`config.mk`:
```
export PLATFORM = sky130hd
export DESIGN_NAME = atomic_reader
export DESIGN_NICKNAME = d
export VERILOG_FILES = /design/src/rtl/atomic_reader.sv
export SDC_FILE = /design/constraint.sdc
export NUM_CORES = 1
export LEC_CHECK = 0
export ABC_AREA = 1
export BUFFER_PORTS_ARGS = -buffer_cell sky130_fd_sc_hd__buf_2
export CAP_MARGIN = 40
export CORE_UTILIZATION = 45
export DETAILED_ROUTE_END_ITERATION = 6
export GPL_ROUTABILITY_DRIVEN = 0
export PLACE_DENSITY_LB_ADDON = 0.08
export SETUP_SLACK_MARGIN = 0.05
export SYNTH_ARGS = -nofsm -noshare
export SYNTH_HDL_FRONTEND = slang
export SYNTH_SLANG_ARGS = --single-unit
```
`constraint.sdc`:
```
create_clock -name clk -period 5.5 [get_ports clk]
set_clock_uncertainty 0.15 [all_clocks]
set_input_delay 0.55 -clock clk [delete_from_list [all_inputs] [get_ports clk]]
set_output_delay 0.55 -clock clk [all_outputs]
set_load 0.02 [all_outputs]
```
`src/rtl/atomic_reader.sv`:
```
// atomic_reader: reads a 64-bit free-running counter through a 32-bit port
// as one atomic pair of accesses. It then presents the assembled value with a
// valid/ready handshake and checks consecutive accepted values for monotonicity.
//
// Ports:
//   clk          single clock, rising edge
//   reset_n      asynchronous active-low reset
//   rd_start_i   request one 64-bit read (pulse or level)
//   busy_o       high in every state except IDLE
//   req_o        read request to the counter (two consecutive cycles per read)
//   atomic_o     marks the first (low-word) request of a pair
//   ack_i        counter acknowledge, one cycle after each req_o cycle
//   count_i      counter data, valid with ack_i
//   data_o       assembled {high, low} value, stable outside DONE
//   valid_o      data_o valid, held until accepted
//   ready_i      consumer accepts data_o when valid_o & ready_i
//   err_o        sticky: missing or unexpected ack_i
//   nonmono_o    sticky: accepted value lower than the previous accepted value
//   rd_cnt_o     number of accepted reads, wraps modulo 2^16
module atomic_reader (
  input  logic        clk,
  input  logic        reset_n,
  input  logic        rd_start_i,
  output logic        busy_o,
  output logic        req_o,
  output logic        atomic_o,
  input  logic        ack_i,
  input  logic [31:0] count_i,
  output logic [63:0] data_o,
  output logic        valid_o,
  input  logic        ready_i,
  output logic        err_o,
  output logic        nonmono_o,
  output logic [15:0] rd_cnt_o
);

  localparam int unsigned WORD_W = 32;
  localparam int unsigned DATA_W = 2 * WORD_W;
  localparam int unsigned CNT_W  = 16;

  typedef enum logic [2:0] {
    S_IDLE    = 3'd0,
    S_REQ_LO  = 3'd1,
    S_REQ_HI  = 3'd2,
    S_WAIT_HI = 3'd3,
    S_DONE    = 3'd4
  } state_t;

  state_t              state_q;
  state_t              state_d;

  logic [WORD_W-1:0]   lo_q;
  logic [DATA_W-1:0]   last_q;
  logic                first_q;

  logic                lo_cap_c;
  logic                hi_cap_c;
  logic                ack_err_c;
  logic                accept_c;

  // State register
  always_ff @(posedge clk or negedge reset_n) begin
    if (!reset_n) begin
      state_q <= S_IDLE;
    end else begin
      state_q <= state_d;
    end
  end

  // Next-state logic; a missing ack in either word phase abandons the read
  always_comb begin
    state_d = state_q;
    case (state_q)
      S_IDLE: begin
        if (rd_start_i) state_d = S_REQ_LO;
      end
      S_REQ_LO: begin
        state_d = S_REQ_HI;
      end
      S_REQ_HI: begin
        state_d = ack_i ? S_WAIT_HI : S_IDLE;
      end
      S_WAIT_HI: begin
        state_d = ack_i ? S_DONE : S_IDLE;
      end
      S_DONE: begin
        if (ready_i) state_d = rd_start_i ? S_REQ_LO : S_IDLE;
      end
      default: begin
        state_d = S_IDLE;
      end
    endcase
  end

  // Output and strobe decode from the state register
  always_comb begin
    req_o     = 1'b0;
    atomic_o  = 1'b0;
    valid_o   = 1'b0;
    busy_o    = 1'b1;
    lo_cap_c  = 1'b0;
    hi_cap_c  = 1'b0;
    ack_err_c = 1'b0;
    accept_c  = 1'b0;
    case (state_q)
      S_IDLE: begin
        busy_o    = 1'b0;
        ack_err_c = ack_i;
      end
      S_REQ_LO: begin
        req_o     = 1'b1;
        atomic_o  = 1'b1;
        ack_err_c = ack_i;
      end
      S_REQ_HI: begin
        // The ack seen here answers the atomic low-word request
        req_o     = 1'b1;
        lo_cap_c  = ack_i;
        ack_err_c = !ack_i;
      end
      S_WAIT_HI: begin
        hi_cap_c  = ack_i;
        ack_err_c = !ack_i;
      end
      S_DONE: begin
        valid_o   = 1'b1;
        ack_err_c = ack_i;
        accept_c  = ready_i;
      end
      default: begin
        busy_o = 1'b0;
      end
    endcase
  end

  // Low word is parked separately so data_o only changes once both halves exist
  always_ff @(posedge clk or negedge reset_n) begin
    if (!reset_n) begin
      lo_q <= '0;
    end else if (lo_cap_c) begin
      lo_q <= count_i;
    end
  end

  // Result register, loaded with the full pair on the high-word ack
  always_ff @(posedge clk or negedge reset_n) begin
    if (!reset_n) begin
      data_o <= '0;
    end else if (hi_cap_c) begin
      data_o <= {count_i, lo_q};
    end
  end

  // Sticky protocol error flag
  always_ff @(posedge clk or negedge reset_n) begin
    if (!reset_n) begin
      err_o <= 1'b0;
    end else if (ack_err_c) begin
      err_o <= 1'b1;
    end
  end

  // Accept bookkeeping: read counter, last accepted value, monotonicity check
  always_ff @(posedge clk or negedge reset_n) begin
    if (!reset_n) begin
      rd_cnt_o  <= '0;
      last_q    <= '0;
      first_q   <= 1'b1;
      nonmono_o <= 1'b0;
    end else if (accept_c) begin
      rd_cnt_o <= rd_cnt_o + CNT_W'(1);
      last_q   <= data_o;
      first_q  <= 1'b0;
      // No predecessor exists for the first accepted value after reset
      if (!first_q && (data_o < last_q)) begin
        nonmono_o <= 1'b1;
      end
    end
  end

endmodule

```
==> impl_metrics.yaml <==
finish:
  final_common_cell: "nand2_1"
  syn2layout_area_growth_pct: 16.6
  drive_gt1_frac: 0.206
  nNetsFinal: 1103
  final_cell_mix: "200 x nand2_1, 181 x dfrtp_1, 138 x o21ai_0"
synthesis:
  synthCells: 885
  ys_types: 31
  synth-seq-area-share: 0.539
  synth_area_um2: 8440
  ys.warnings.count: 0
  yosys_register_bits: 182
  syn_nets: 986
  syn_area_per_cell_um2: 9.54
critical_path:
  crit_type: "reg2reg"
  r2r_cells: 9
  end_kind: "flop"
  worst-path-stages: 9
  slowest_delay_ps: 650
  cpMostUsedCell: "nor2_4"
  r2r-start: "state_q[0]"
  rrSetupSlack_ps: 3010
  crit_family: "simple AND/OR/NAND/NOR gates"
  crit_path_cell_trace: "nor2_4 -> nand2_4 -> nor2_8 -> nand4_2 -> nor2_2 -> nand3_2 -> nor2_4 -> nand2_1 -> xnor2_1"
  cp-start-kind: "flop"
  arrival_ps: 2660
  r2r-end: "rd_cnt_o[12]"
  cp.buffers_inverters: 0
  slowest_stage: "nor2_8"
  worst_ep_required_time_ps: 5670
  critPathMaxFanout: 74
placed_design:
  io_buffers: 122
  dp_hpwl_um: 12800
  place_ws_ps: 2920
cts:
  postCtsHoldBufs: 1
  clock_latency_ps: 430
  cts_sinks: 182
  cts.path.max_buffers: 2
  cts_tree: "done"
  cts_root_buf: "clkbuf_16"
  cts_max_level: 4
  cts_resized: 0
  post_cts_buffers: 0
  numCtsBuffers: 17
  cts.clk_slew.worst_paths_ps: 70
worst_hold_path:
  worstHoldPathCells: 2
  hold_end: "state_q[2]"
  hp-start: "ready_i"
  hold_class: "in2reg"
drt:
  drtPass1Iterations: 7
  vias: 6006
  vias_per_cell: 4.82
  drc: 20
  avgRoutedWirePerCell_um: 14.4
  drt_iter0_markers: 299
  finalWirelength_um: 17900
  drt.antenna.violating_nets: 0
power_and_ir_drop:
  powerDensity_nw_per_um2: 563
  leakage_uw: 0.00522
  irDropWorstVdd_uv: 274
grt:
  grt.met2_usage: 0.325
  grt_pass1_vias: 5698
  grt_use_total: 0.199
  grtUsageMet1: 0.261
  grt_max_degree: 75
  gr-usage-met3: 0.0477
  busiest_layer: "met2"
  antenna_found_initial: 1
  grt_pass1_wl_um: 29800
  overflow: 0
timing:
  finalSetupTns_ps: 0
  finalWorstSetupSlack_ps: 3010
  finalCritPeriodShare: 0.453
  layout_min_cycle_time_ps: 2490
  relSlewSlack: 0.426
  rsz0062_at_grt: "no"
  tightest_slew_ps: 861
  final_hold_viol_count: 0
  finalSetupViolCount: 0
  fmax_mhz: 402
  slew_violations: 0
floorplan:
  die_area_um2: 19300
  num_rows: 49
  coreArea_um2: 18100
  die_x_um: 139
  start_util: 0.465
  die_h_um: 139
  ios: 123
outcome:
  failed_checks: "design-rule violations"
  status: "finished, violations left"
run:
  maxCapViolCount: 0
[synth_stat cells (all sizes together)]
cell,instances,share of area
a21oi,31,0.018
and3,1,0.00074
buf,15,0.0087
clkbuf,16,0.0071
dfrtp,181,0.54
dfstp,1,0.0031
ha,64,0.095
inv,128,0.057
mux2,31,0.041
nand2,203,0.092
nand3,14,0.0095
nand4,8,0.0084
nor2,26,0.017
nor3,7,0.0041
nor4,1,0.00074
o21ai,141,0.084
o221ai,1,0.0010
or2,1,0.00074
xnor2,9,0.0093
xor2,6,0.0062
[sequential cells by signal, summed over array words and instances, names as in the netlist]
| name | flops |
|---|---|
| state_q | 3 |
| rd_cnt_o | 16 |
| lo_q | 32 |
| err_o | 1 |
| first_q | 1 |
| data_o | 64 |
| last_q | 64 |
| nonmono_o | 1 |
[worst reg2reg max path: cells and delay by family (launching register included)]
kind	cells	cell delay, ps
simple gates	8	1660
xor+xnor	1	120
flops	1	460
[final cells by class]
type                            count  area, um^2
Antenna cell                        1        2.50
Clock buffer                       18         439
Clock inverter                     14         104
Fill cell                        1651        8300
Inverter                          128         480
Multi-Input combinational cell    544        3290
Sequential cell                   182        4560
Tap cell                          229         287
Timing Repair Buffer              129         692
[layer usage]
layer,up-vias,wire (um)
li1,3076,-
met1,2798,8390
met2,115,8440
met3,17,851
met4,0,228
met5,-,0
[logic make-up after synthesis]
kind of cell	Yosys count	share of synthesized area
flops	182	0.539
mux	31	0.0413
buf+inv	159	0.0728
xor+xnor	15	0.0156
fa+ha+maj	64	0.0948
simple gates	261	0.133
compound gates	173	0.103
[report_power, final]
| group | total, uW | switching (uW) | internal [uW] | leakage, uW |
|---|---|---|---|---|
| registers | 2310 | 413 | 1900 | 0.00227 |
| clock network | 1130 | 541 | 592 | 0.000262 |
| logic | 2100 | 1270 | 825 | 0.00269 |
| total | 5540 | 2230 | 3320 | 0.00522 |
[worst max-delay path by stage]
stage / start / slack (ps) / to
finish: state_q[0] / 3010 / rd_cnt_o[12]
global route: state_q[0] / 2750 / rd_cnt_o[12]
CTS: state_q[0] / 2970 / rd_cnt_o[12]
detailed placement: ready_i / 2920 / rd_cnt_o[12]
global placement: ready_i / 2980 / rd_cnt_o[14]
floorplan: state_q[0] / 3390 / req_o
[stage by stage]
stage	area (um^2)	hold slack, ps	utilization	power [uW]	instances
finish	9850	191	0.543	5540	1245
global route	9840	203	0.542	6030	1244
CTS	9840	174	0.542	5620	1244
detailed placement	9290	294	0.512	4460	1211
global placement	9260	298	0.510	4410	1210
floorplan	8440	104	-	3750	885
(Power assumes the default switching activity.)
